===== src/rtl/mult_div_unit.sv =====
// mult_div_unit: iterative MULT/DIV unit with HI/LO registers, MTHI/MTLO and busy/done handshake.
// Define MDU_DIV_EN to build the restoring divider; otherwise DIV/DIVU only flag o_div0.
module mult_div_unit #(
  parameter int WIDTH = 32
) (
  input  logic             clk,
  input  logic             reset,
  input  logic             i_start,
  input  logic [2:0]       i_op,
  input  logic [WIDTH-1:0] i_a,
  input  logic [WIDTH-1:0] i_b,
  output logic             o_busy,
  output logic             o_done,
  output logic             o_div0,
  output logic [WIDTH-1:0] o_hi,
  output logic [WIDTH-1:0] o_lo
);
  localparam int CNT_W = $clog2(WIDTH) + 1;
  typedef enum logic [1:0] {S_IDLE, S_MUL, S_DIV, S_FIX} state_t;
  state_t               state_q, state_d;
  logic [CNT_W-1:0]     cnt_q, cnt_d;
  logic [2*WIDTH-1:0]   acc_q, acc_d;
  logic [WIDTH-1:0]     ma_q, ma_d;
  logic                 neg_q, neg_d;
  logic                 busy_q, busy_d;
  logic                 done_q, done_d;
  logic                 div0_q, div0_d;
  logic [WIDTH-1:0]     hi_q, hi_d;
  logic [WIDTH-1:0]     lo_q, lo_d;
  logic                 sgn;
  logic [WIDTH-1:0]     ma_in, mb_in;
  logic [WIDTH:0]       s;
  logic [2*WIDTH-1:0]   p;
  logic                 last;
`ifdef MDU_DIV_EN
  logic [WIDTH-1:0]     mb_q, mb_d;
  logic [WIDTH-1:0]     a_q, a_d;
  logic                 rneg_q, rneg_d;
  logic                 zero_q, zero_d;
  logic                 div_q, div_d;
  logic [WIDTH:0]       sh, t;
`endif
  assign o_busy = busy_q;
  assign o_done = done_q;
  assign o_div0 = div0_q;
  assign o_hi   = hi_q;
  assign o_lo   = lo_q;
  always_comb begin
    state_d = state_q;
    cnt_d   = cnt_q;
    acc_d   = acc_q;
    ma_d    = ma_q;
    neg_d   = neg_q;
    busy_d  = busy_q;
    done_d  = 1'b0;
    div0_d  = div0_q;
    hi_d    = hi_q;
    lo_d    = lo_q;
`ifdef MDU_DIV_EN
    mb_d    = mb_q;
    a_d     = a_q;
    rneg_d  = rneg_q;
    zero_d  = zero_q;
    div_d   = div_q;
    sh      = {acc_q[2*WIDTH-1:WIDTH], acc_q[WIDTH-1]};
    t       = sh - {1'b0, mb_q};
`endif
    sgn   = ~i_op[0];
    ma_in = (sgn && i_a[WIDTH-1]) ? -i_a : i_a;
    mb_in = (sgn && i_b[WIDTH-1]) ? -i_b : i_b;
    s     = {1'b0, acc_q[2*WIDTH-1:WIDTH]} + (acc_q[0] ? {1'b0, ma_q} : '0);
    p     = neg_q ? -acc_q : acc_q;
    last  = cnt_q == CNT_W'(WIDTH - 1);
    case (state_q)
      S_IDLE: if (i_start) begin
        div0_d = 1'b0;
        case (i_op)
          3'd0, 3'd1: begin
            ma_d    = ma_in;
            acc_d   = {{WIDTH{1'b0}}, mb_in};
            neg_d   = sgn & (i_a[WIDTH-1] ^ i_b[WIDTH-1]);
            cnt_d   = '0;
            busy_d  = 1'b1;
            state_d = S_MUL;
`ifdef MDU_DIV_EN
            div_d   = 1'b0;
`endif
          end
          3'd2, 3'd3: begin
`ifdef MDU_DIV_EN
            acc_d   = {{WIDTH{1'b0}}, ma_in};
            mb_d    = mb_in;
            a_d     = i_a;
            neg_d   = sgn & (i_a[WIDTH-1] ^ i_b[WIDTH-1]);
            rneg_d  = sgn & i_a[WIDTH-1];
            zero_d  = i_b == '0;
            div_d   = 1'b1;
            cnt_d   = '0;
            busy_d  = 1'b1;
            state_d = S_DIV;
`else
            done_d  = 1'b1;
            div0_d  = 1'b1;
`endif
          end
          3'd4: begin
            hi_d   = i_a;
            done_d = 1'b1;
          end
          3'd5: begin
            lo_d   = i_a;
            done_d = 1'b1;
          end
          default: ;
        endcase
      end
      S_MUL: begin
        acc_d   = {s, acc_q[WIDTH-1:1]};
        cnt_d   = cnt_q + CNT_W'(1);
        state_d = last ? S_FIX : S_MUL;
      end
`ifdef MDU_DIV_EN
      S_DIV: begin
        // restoring step: keep the shifted remainder when the trial subtract goes negative
        acc_d   = {t[WIDTH] ? sh[WIDTH-1:0] : t[WIDTH-1:0], acc_q[WIDTH-2:0], ~t[WIDTH]};
        cnt_d   = cnt_q + CNT_W'(1);
        state_d = last ? S_FIX : S_DIV;
      end
`endif
      S_FIX: begin
        hi_d = p[2*WIDTH-1:WIDTH];
        lo_d = p[WIDTH-1:0];
`ifdef MDU_DIV_EN
        if (div_q) begin
          hi_d   = zero_q ? a_q : (rneg_q ? -acc_q[2*WIDTH-1:WIDTH] : acc_q[2*WIDTH-1:WIDTH]);
          lo_d   = zero_q ? '1 : (neg_q ? -acc_q[WIDTH-1:0] : acc_q[WIDTH-1:0]);
          div0_d = zero_q;
        end
`endif
        done_d  = 1'b1;
        busy_d  = 1'b0;
        state_d = S_IDLE;
      end
      default: state_d = S_IDLE;
    endcase
  end
  always_ff @(posedge clk or posedge reset) begin
    if (reset) begin
      state_q <= S_IDLE;
      cnt_q   <= '0;
      acc_q   <= '0;
      ma_q    <= '0;
      neg_q   <= 1'b0;
      busy_q  <= 1'b0;
      done_q  <= 1'b0;
      div0_q  <= 1'b0;
      hi_q    <= '0;
      lo_q    <= '0;
`ifdef MDU_DIV_EN
      mb_q    <= '0;
      a_q     <= '0;
      rneg_q  <= 1'b0;
      zero_q  <= 1'b0;
      div_q   <= 1'b0;
`endif
    end else begin
      state_q <= state_d;
      cnt_q   <= cnt_d;
      acc_q   <= acc_d;
      ma_q    <= ma_d;
      neg_q   <= neg_d;
      busy_q  <= busy_d;
      done_q  <= done_d;
      div0_q  <= div0_d;
      hi_q    <= hi_d;
      lo_q    <= lo_d;
`ifdef MDU_DIV_EN
      mb_q    <= mb_d;
      a_q     <= a_d;
      rneg_q  <= rneg_d;
      zero_q  <= zero_d;
      div_q   <= div_d;
`endif
    end
  end
endmodule


===== config.mk =====
export PLATFORM = sky130hd
export DESIGN_NAME = mult_div_unit
export DESIGN_NICKNAME = d
export VERILOG_FILES = /design/src/rtl/mult_div_unit.sv
export SDC_FILE = /design/constraint.sdc
export NUM_CORES = 1
export LEC_CHECK = 0
export BUFFER_PORTS_ARGS = -buffer_cell sky130_fd_sc_hd__buf_4
export CAP_MARGIN = 15
export CORE_AREA = 2 2 145 147
export CTS_CLUSTER_DIAMETER = 150
export DETAILED_ROUTE_END_ITERATION = 8
export DIE_AREA = 0 0 147 149
export PLACE_DENSITY = 0.84
export SLEW_MARGIN = 10
export SYNTH_ARGS = -nofsm -noshare
export SYNTH_HDL_FRONTEND = slang
export SYNTH_SLANG_ARGS = --single-unit

===== constraint.sdc =====
create_clock -name clk -period 10.5 [get_ports clk]
set_clock_uncertainty 0.15 [all_clocks]
set_input_delay 1.575 -clock clk [delete_from_list [all_inputs] [get_ports clk]]
set_output_delay 1.575 -clock clk [all_outputs]
set_load 0.02 [all_outputs]

## Word level (Yosys, flattened, before mapping)

Index checks and enable logic that the tools add are counted.

| storage, ports and cells | value |
|---|---|
| register bits | 172 |
| input bits | 70 |
| word-level logic and storage cells | 73 |

| operators by class | value |
|---|---|
| add/sub/neg operators | 5 |
| equality and inequality tests | 12 |
| reductions and logical operators | 16 |
| muxes and demuxes | 27 |
| bitwise logic cells | 3 |

Operator list:

| cell | number |
|---|---|
| $mux 32 | 7 |
| $mux 64 | 3 |
| $pmux 32 s2 | 2 |
| $pmux 64 s2 | 1 |
| $neg 32->32 | 2 |
| $neg 64->64 | 1 |
| $add 32x32->33 | 1 |
| $reduce_and 3->1 | 5 |
| $mux 6 | 2 |
| $pmux 6 s2 | 1 |
| $add 6x1->6 const B | 1 |
| $eq 3x2->1 const B | 2 |
| $eq 3x3->1 const B | 2 |
| $eq 6x5->1 const B | 1 |
| $mux 2 | 3 |
| $ne 2x1->1 const B | 3 |
| $mux 1 | 5 |
| $pmux 1 s2 | 2 |
| $pmux 2 s2 | 1 |
| $reduce_and 2->1 | 2 |
| $reduce_bool 2->1 | 2 |
| $reduce_or 2->1 | 2 |
| $reduce_or 4->1 | 1 |
| $eq 3x1->1 const B | 1 |
| 9 further kinds | 10 |

## Depth between registers and ports, before layout

Gate-level depths: netlist of run 1.

| depth | value |
|---|---|
| depth after elaboration | 6 |
| depth in mapped cells | 14 |
| depth with buffers taken out | 11 |

## Worst setup path after synthesis of run 1

Ideal clock, no wire load.

| path | value |
|---|---|
| path type | input-to-reg |
| start point | in i_b[15] |
| end point | reg acc_q[30] |
| stages on the path | 7 |
| data required time | 10,220 ps |
| arrival | 3,691 ps |
| path buffers | 0 |
| setup time | 130 ps |
| slack | 6,529 ps |
| cells stage by stage | or4_1 > or4b_1 > nor4_1 > nand2_1 > o31ai_1 > xor2_1 > o21ai_0 |

| on the way | value |
|---|---|
| longest elaborated chain between the ends | 5 |

RTL lines:

| what | line | source |
|---|---|---|
| start: declaration | 11 | `input logic [WIDTH-1:0] i_b,` |
| $neg 32->32 | 70 | `mb_in = (sgn && i_b[WIDTH-1]) ? -i_b : i_b;` |
| $mux 32 | 70 |  |
| $mux 64 | 77 | `case (i_op)` |
| $mux 64 | 75 | `S_IDLE: if (i_start) begin` |
| $pmux 64 s2 | 74 | `case (state_q)` |
| end signal: assignment | 151 | `acc_q <= '0;` |
| end signal: assignment | 169 | `acc_q <= acc_d;` |
| end: declaration | 22 | `logic [2*WIDTH-1:0] acc_q, acc_d;` |

Every way passes these cells. The select of a mux whose other input is x is not followed.
A chain may end at the register's enable or synchronous reset.

## Worst setup path after layout of run 1

| path | value |
|---|---|
| start point | in i_a[1] |
| end point | reg ma_q[28] |

| on the way | value |
|---|---|
| longest elaborated chain between the ends | 2 |

RTL lines:

| what | line | source |
|---|---|---|
| start: declaration | 10 | `input logic [WIDTH-1:0] i_a,` |
| $neg 32->32 | 69 | `ma_in = (sgn && i_a[WIDTH-1]) ? -i_a : i_a;` |
| $mux 32 | 69 |  |
| end signal: assignment | 170 | `ma_q <= ma_d;` |
| end: declaration | 23 | `logic [WIDTH-1:0] ma_q, ma_d;` |

Every way passes these cells.

==> summary.md, run 1 <==
| Metric | Value |
|---|---|
| GRT overflow | `0` |
| Fin crit period | `roughly 4300 ps` |
| Outcome | `finished clean` |
| GPL Wtd Cong | `slightly above 0.9` |
| Post-synth EDFFs | `0` |
| Dpl cells | `1765` |
| Syn_nets | `1543` |
| Starting Density | `58.4%` |
| Die H | `149 um` |
| Pin count of the biggest net entering global routing | `96` |
| Peak Freq | `233 MHz` |
| Worst path bufs/invs | `2` |
| # port buffers | `136` |
| FF+latch count, synth | `172` |
| Synth cell count leaders | `172 x dfrtp_1, 154 x nand2_1, 147 x o21ai_0` |
| Final hold vios | `0` |
| HPWL after DPL | `26.0 mm` |
| CP Cell Sequence | `buf_4, inv_1, ha_1, or3b_2, nor3_1, nand4b_1, or3_1, o31ai_1, xor2_1, o21ai_1` |
| Clock network power share | `20.3%` |
| Crit Reg-Reg Endpoint | `o_hi[24]$_DFFE_PP0P_` |
| R2R Setup Slk | `6500 ps` |
| RSZ-0062 raised after global routing | `no` |
| Number of global-route vias before repair | `11000` |
| CTS sink count | `172` |
| VDD IR max | `0.135 mV` |
| Antenna fix cells | `0` |
| Post-CTS Setup Repair Bufs | `0` |
| PwrDens | `~230 nW/um^2` |
| Worst Path Max Fanout | `5` |
| Critical-path cell with the highest stage delay | `nor3_1` |
| Switching share of power | `43.8%` |
| Initial antenna violation count | `0` |
| Max incr delay on CP | `520 ps` |
| Syn. warnings | `0` |
| Yosys top cell area share | `a little over a third` |
| Leak | `0.00619 uW` |
| Tot GR Track Use | `33.3%` |
| Clock latency on the worst-skew pair | `440 ps` |
| Max-slew violations | `0` |
| Post-synth top area cell | `dfrtp_1` |
| # IOs | `137` |
| Largest cells by area after synthesis | `dfrtp_1 36%, xor2_1 7.0%, o21ai_0 6.1%` |
| Worst Max-Slew Pin Slew | `between 1000 and 1500 ps` |
| Worst-path clk slew | `~70 ps` |
| MaxCap Viol Count | `0` |
| Maximum buffer depth of the clock tree | `2` |
| Placed inst area | `13200 sq um` |
| Setup crit start | `i_a[1]` |
| WL/cell | `20.1 um` |
| Crit path arrival time | `4450 ps` |
| Internal power | `1760 uW` |
| Clk root buf | `clkbuf_16` |
| Final wirelength | `around 36 mm` |
| Final worst-path cycle share | `40.9%` |
| First-pass DRT Iterations | `7` |
| R2R depth | `10` |
| Sw Pwr | `1380 uW` |
| Vias per cell | `6.45` |
| Final setup viols | `0` |
| Sequential share of power | `36.7%` |
| R2R Path Start | `acc_q[0]$_DFFE_PP0P_` |
| Sequential area share after synthesis | `35.9%` |
| Setup tns final | `0 ps` |
| CTS tree | `built` |
| Layout cells sized above 1 | `13.9%` |
| CP required | `10650 ps` |
| Die W | `147 um` |
| CP delay by family, top | `simple AND/OR/NAND/NOR gates` |
| CTS H-tree lvls | `4` |
| Relative slew slack | `between 20% and 30%` |
| Main synth FF type | `dfrtp_1` |
| Avg Inst Size Synth | `8.39 sq um` |
| Iteration-0 DRC Markers | `1278` |
| Hold Slack | `323 ps` |
| Cell count after synthesis | `~1400` |
| Setup crit start kind | `primary input` |
| Final cell count without fillers | `1798` |
| Core area | `20600 sq um` |
| CP endpoint kind | `register` |
| Total power | `3140 uW` |
| Post-CTS Hold Buffers | `0` |
| Crit. path cell count | `10` |
| Final ANT Viol Nets | `0` |
| Hold Crit Class | `register to register` |
| Die ar. | `21900 sq um` |
| Synth-to-layout area growth | `14.8%` |
| Worst setup path class | `primary input to register` |
| TritonCTS buffer count | `17` |
| Logic pwr share | `43.0%` |
| Share of synthesized registers carrying an async set or reset | `100%` |
| Post-route cell area | `13800 sq um` |
| Via Count | `11600` |
| Netlist cell types | `72` |
| First-pass GRT wire length | `57.9 mm` |
| Setup crit end | `ma_q[28]$_DFFE_PP0P_` |
| # resized after CTS | `0` |
| Synthesized cell area | `12000 sq um` |
| Layout Nets | `1622` |
| Core Rows | `53` |
| Most common cell in the synthesized netlist | `dfrtp_1` |
| DRC viols | `0` |
==> per-stage QoR <==
stage / util [%] / setup WS [ps]
2_1_floorplan: - / 4110
3_3_place_gp: 64.0 / 6030
3_5_place_dp: 64.0 / 5870
4_1_cts: 66.9 / 6320
5_1_grt: 67.0 / 6080
6_report: 67.0 / 6200
==> cell type report <==
class                           count  area [sq um]
Sequential cell                   172          4310
Multi-Input combinational cell   1141          7300
Tap cell                          275           344
Clock inverter                     14           148
Fill cell                        1722          6780
Inverter                           30           118
Clock buffer                       18           439
Timing Repair Buffer              148          1120
==> kinds of logic (layout without fill, tap and decap cells) <==
| logic type | after synthesis | after routing | share of synthesized area, % |
|---|---|---|---|
| AND/OR/NAND/NOR | 479 | 479 | 19.9 |
| XOR/XNOR | 137 | 137 | 10.0 |
| AO/OA/AOI/OAI | 470 | 470 | 24.9 |
| adder cells (fa/ha/maj) | 42 | 42 | 4.44 |
| buffers and inverters | 118 | 210 | 3.76 |
| flip-flops | 172 | 172 | 35.9 |
| multiplexers | 13 | 13 | 1.09 |
==> routing by layer <==
layer	track usage, %	share of wire, %	vias up
met4	15.4	4.9	0
met1	45.6	41	5507
met3	5.08	9.2	118
li1	-	-	5327
met2	52.4	45	652
met5	0	0	-
==> worst reg2reg max path, stage by stage, from the launching register on <==
cell,delay (ps)
dfrtp_1,360
buf_4,250
inv_1,110
ha_1,190
or4b_4,510
or4_4,570
or4_4,670
o41ai_2,530
xor2_1,250
a211oi_1,110
a21o_1,200
==> how the worst min path moves through the flow <==
stage	cells past startpoint	startpoint	slack (ps)	to
3_5_place_dp	2	ma_q[19]$_DFFE_PP0P_	310	ma_q[19]$_DFFE_PP0P_
2_1_floorplan	2	ma_q[0]$_DFFE_PP0P_	290	ma_q[0]$_DFFE_PP0P_
6_report	2	ma_q[19]$_DFFE_PP0P_	320	ma_q[19]$_DFFE_PP0P_
5_1_grt	1	o_hi[20]$_DFFE_PP0P_	340	o_hi[20]$_DFFE_PP0P_
4_1_cts	2	ma_q[19]$_DFFE_PP0P_	330	ma_q[19]$_DFFE_PP0P_
3_3_place_gp	2	ma_q[31]$_DFFE_PP0P_	310	ma_q[31]$_DFFE_PP0P_
==> state kept, by name, indices dropped and copies added, names as in the netlist <==
signal	cells
acc_q	64
cnt_q	6
ma_q	32
neg_q	1
o_busy	1
o_div0	1
o_done	1
o_hi	32
o_lo	32
state_q	2
==> power groups by stage <==
stage,Clock (uW),Sequential [uW],Combinational [uW]
floorplan,0,1140,880
global placement,0,1140,1280
detailed placement,0,1150,1320
CTS,640,1140,1330
global route,672,1180,1480
finish,638,1150,1350
==> layout by cell type, fill, tap and decap left out, drive strengths merged, types with 3 or more instances in the layout <==
cell,instances
nand4,18
or2,9
and2,36
o41ai,22
inv,39
a31oi,8
o211ai,4
buf,148
xor2,96
o31ai,31
or4,21
dfrtp,172
o21bai,9
mux2i,12
nor3b,4
a32o,3
nor2b,8
a22oi,3
xnor2,41
a21oi,91
o22ai,9
o21ai,153
nor4,9
nand2,154
and3,5
nand2b,12
nor3,30
a221oi,5
nand3,18
nor2,113
a21o,54
a41oi,3
o21a,9
clkinv,3
or4b,4
a211oi,49
ha,41
or3,26
clkbuf,18
(Power assumes the default switching activity.)
==> inputs of run 2 (changes only) <==
--- a/config.mk
+++ b/config.mk
@@ -7,11 +7,11 @@
 export LEC_CHECK = 0
 export BUFFER_PORTS_ARGS = -buffer_cell sky130_fd_sc_hd__buf_4
 export CAP_MARGIN = 15
-export CORE_AREA = 2 2 145 147
+export CORE_AREA = 2 2 153 155
 export CTS_CLUSTER_DIAMETER = 150
 export DETAILED_ROUTE_END_ITERATION = 8
-export DIE_AREA = 0 0 147 149
-export PLACE_DENSITY = 0.84
+export DIE_AREA = 0 0 155 157
+export PLACE_DENSITY = 0.79
 export SLEW_MARGIN = 10
 export SYNTH_ARGS = -nofsm -noshare
 export SYNTH_HDL_FRONTEND = slang
==> constraint.sdc (replaced) <==
create_clock -name clk -period 3.9 [get_ports clk]
set_clock_uncertainty 0.15 [all_clocks]
set_input_delay 0.585 -clock clk [delete_from_list [all_inputs] [get_ports clk]]
set_output_delay 0.585 -clock clk [all_outputs]
set_load 0.02 [all_outputs]
==> run 2 against run 1 <==
Die area grew 11%. Cell area grew 1.3%. Non-clock buffer count grew 14. Sequential share of layout area shrank 0.40 points. Register-to-register slack lost 6200 ps. Clock power grew to 2.8 times the previous value. Setup slack lost 5900 ps. Global-route usage shrank 2.9 points. Sequential cell count is the same. Final cell count grew 1.3%. Critical path type is now register to register.
==> summary.md, run 2 (synthesis gave the netlist of run 1 again) <==
| Metric | Value |
|---|---|
| DRC viols | `0 (unchanged)` |
| CP required | `4080 ps (was 10650 ps)` |
| Worst Max-Slew Pin Slew | `1120 ps (was 1130 ps)` |
| PwrDens | `616 nW/um^2 (was 228 nW/um^2)` |
| WL/cell | `20.1 um (about the same)` |
| Die H | `157 um (was 149 um)` |
| Final hold vios | `0 (unchanged)` |
| TritonCTS buffer count | `17 (unchanged)` |
| Post-CTS Setup Repair Bufs | `0 (unchanged)` |
| Outcome | `finished clean (unchanged)` |
| Worst setup path class | `register to register (was primary input to register)` |
| Die ar. | `24300 sq um (was 21900 sq um)` |
| Die W | `155 um (was 147 um)` |
| Hold Crit Class | `primary input to async pin (was register to register)` |
| HPWL after DPL | `26.9 mm (was 26.0 mm)` |
| CTS sink count | `172 (unchanged)` |
| Synth-to-layout area growth | `16.3% (was 14.8%)` |
| Layout cells sized above 1 | `14.4% (was 13.9%)` |
| Tot GR Track Use | `30.3% (was 33.3%)` |
| Via Count | `11500 (was 11600)` |
| Multi-input logic area | `7290 sq um (was 7300 sq um)` |
| Setup tns final | `0 ps (unchanged)` |
| Final worst-path cycle share | `92.5%` |
| Fin crit period | `3610 ps` |
| Final wirelength | `36.6 mm (was 36.2 mm)` |
| VDD IR max | `0.350 mV (was 0.135 mV)` |
| Post-CTS Hold Buffers | `0 (unchanged)` |
| Clock latency on the worst-skew pair | `440 ps (about the same)` |
| Placed inst area | `13400 sq um (was 13200 sq um)` |
| Starting Density | `53.3% (was 58.4%)` |
| Maximum buffer depth of the clock tree | `2 (unchanged)` |
| CP endpoint kind | `register (unchanged)` |
| Iteration-0 DRC Markers | `1180 (was 1278)` |
| # resized after CTS | `0 (unchanged)` |
| Layout Nets | `1636 (was 1622)` |
| Peak Freq | `277 MHz` |
| Most frequent cells in the layout | `171 x dfrtp_1, 157 x buf_4, 154 x nand2_1 (was 171 x dfrtp_1, 154 x nand2_1, 147 x o21ai_0, 147 x buf_4, 111 x nor2_1)` |
| CTS H-tree lvls | `4 (unchanged)` |
| Setup crit start kind | `register (was primary input)` |
| Core area | `22500 sq um (was 20600 sq um)` |
| Max FFs per register | `64 (unchanged)` |
| Max-slew violations | `0 (unchanged)` |
| Number of global-route vias before repair | `10900 (was 11000)` |
| Clk root buf | `clkbuf_16 (unchanged)` |
| Register Area | `4310 sq um (unchanged)` |
| Initial antenna violation count | `0 (unchanged)` |
| Pin count of the biggest net entering global routing | `96 (unchanged)` |
| Hold Slack | `71.8 ps (was 323 ps)` |
| # IOs | `137 (unchanged)` |
| Core Rows | `55 (was 53)` |
| MaxCap Viol Count | `0 (unchanged)` |
| Crit path arrival time | `3790 ps (was 4450 ps)` |
| Worst-path clk slew | `70 ps (about the same)` |
| Vias per cell | `6.31 (was 6.45)` |
| Commonest non-fill, non-tap cell in the layout | `dfrtp_1 (unchanged)` |
| Most frequent CP cell | `or4_4` |
| Relative slew slack | `25.3% (was 25.0%)` |
| Post-route cell area | `14000 sq um (was 13800 sq um)` |
| Leak | `0.00627 uW (was 0.00619 uW)` |
| First-pass DRT Iterations | `5 (was 7)` |
| CP Cell Sequence | `inv_1, ha_1, or4b_4, or4_4, or4_4, o41ai_2, xor2_1, a211oi_1, a21o_1 (was buf_4, inv_1, ha_1, or3b_2, nor3_1, nand4b_1, or3_1, o31ai_1, xor2_1, o21ai_1)` |
| Final ANT Viol Nets | `0 (unchanged)` |
| Fin util | `62.0% (was 67.0%)` |
| Total power | `8600 uW (was 3140 uW)` |
| Largest Register | `acc_q (unchanged)` |
| Antenna fix cells | `0 (unchanged)` |
| Worst Path Max Fanout | `11 (was 5)` |
| First-pass GRT wire length | `58.4 mm (was 57.9 mm)` |
| CTS tree | `built (unchanged)` |
| Final setup viols | `0 (unchanged)` |
| Max incr delay on CP | `660 ps (was 520 ps)` |
| # port buffers | `136 (unchanged)` |
| Critical-path cell with the highest stage delay | `or4_4 (was nor3_1)` |
| GRT overflow | `0 (unchanged)` |
| # fillers | `1932 (was 1722)` |
| GPL Wtd Cong | `0.917 (was 0.934)` |
| RSZ-0062 raised after global routing | `no (unchanged)` |
## run 2: final timing paths
kind,startpoint,endpoint,slack (ps),depth (start not counted)
setup / recovery,acc_q[0]$_DFFE_PP0P_,o_hi[24]$_DFFE_PP0P_,290,9
max in group asynchronous,reset,acc_q[60]$_DFFE_PP0P_,2800,3
setup reg to reg,acc_q[0]$_DFFE_PP0P_,o_hi[24]$_DFFE_PP0P_,290,9
hold reg to reg,ma_q[21]$_DFFE_PP0P_,ma_q[21]$_DFFE_PP0P_,330,2
hold / removal,reset,o_lo[8]$_DFFE_PP0P_,70,2
min in group clk,i_a[30],ma_q[30]$_DFFE_PP0P_,310,3
## run 2: area by class of cell
type	instances	area share [%]
clock buffers	18	3.08
well taps	285	2.56
repair buffers	162	9.16
clock inverters	14	1.25
flip-flops and latches	172	30.9
inverters	30	0.834
multi-input cells	1141	52.3
## run 2: critical path: cells and delay by family, from the launching register on
| kind | cells | cell delay, ps |
|---|---|---|
| buf+inv | 1 | 90 |
| fa+ha+maj | 1 | 190 |
| xor+xnor | 1 | 180 |
| flops | 1 | 470 |
| simple gates | 3 | 1740 |
| compound gates | 3 | 690 |
## run 2: per-layer routing
metal	vias to the layer above	track usage (%)	routed length [um]
met5	-	0	0
met3	80	4.05	2850
li1	5367	-	-
met4	0	10.5	1160
met2	543	48.9	16900
met1	5510	42.1	15700
## run 2: report_power, final
group / switching, uW / internal (uW) / total (uW)
combinational: 2190 / 1490 / 3680
clock: 819 / 973 / 1790
sequential: 738 / 2390 / 3120
## run 2: per-stage QoR
stage / setup WS (ps) / std cells
after detailed placement: 306 / 1790
after floorplan: 291 / 1431
after global placement: 386 / 1790
after global routing: 113 / 1822
final: 293 / 1822
after CTS: 306 / 1822
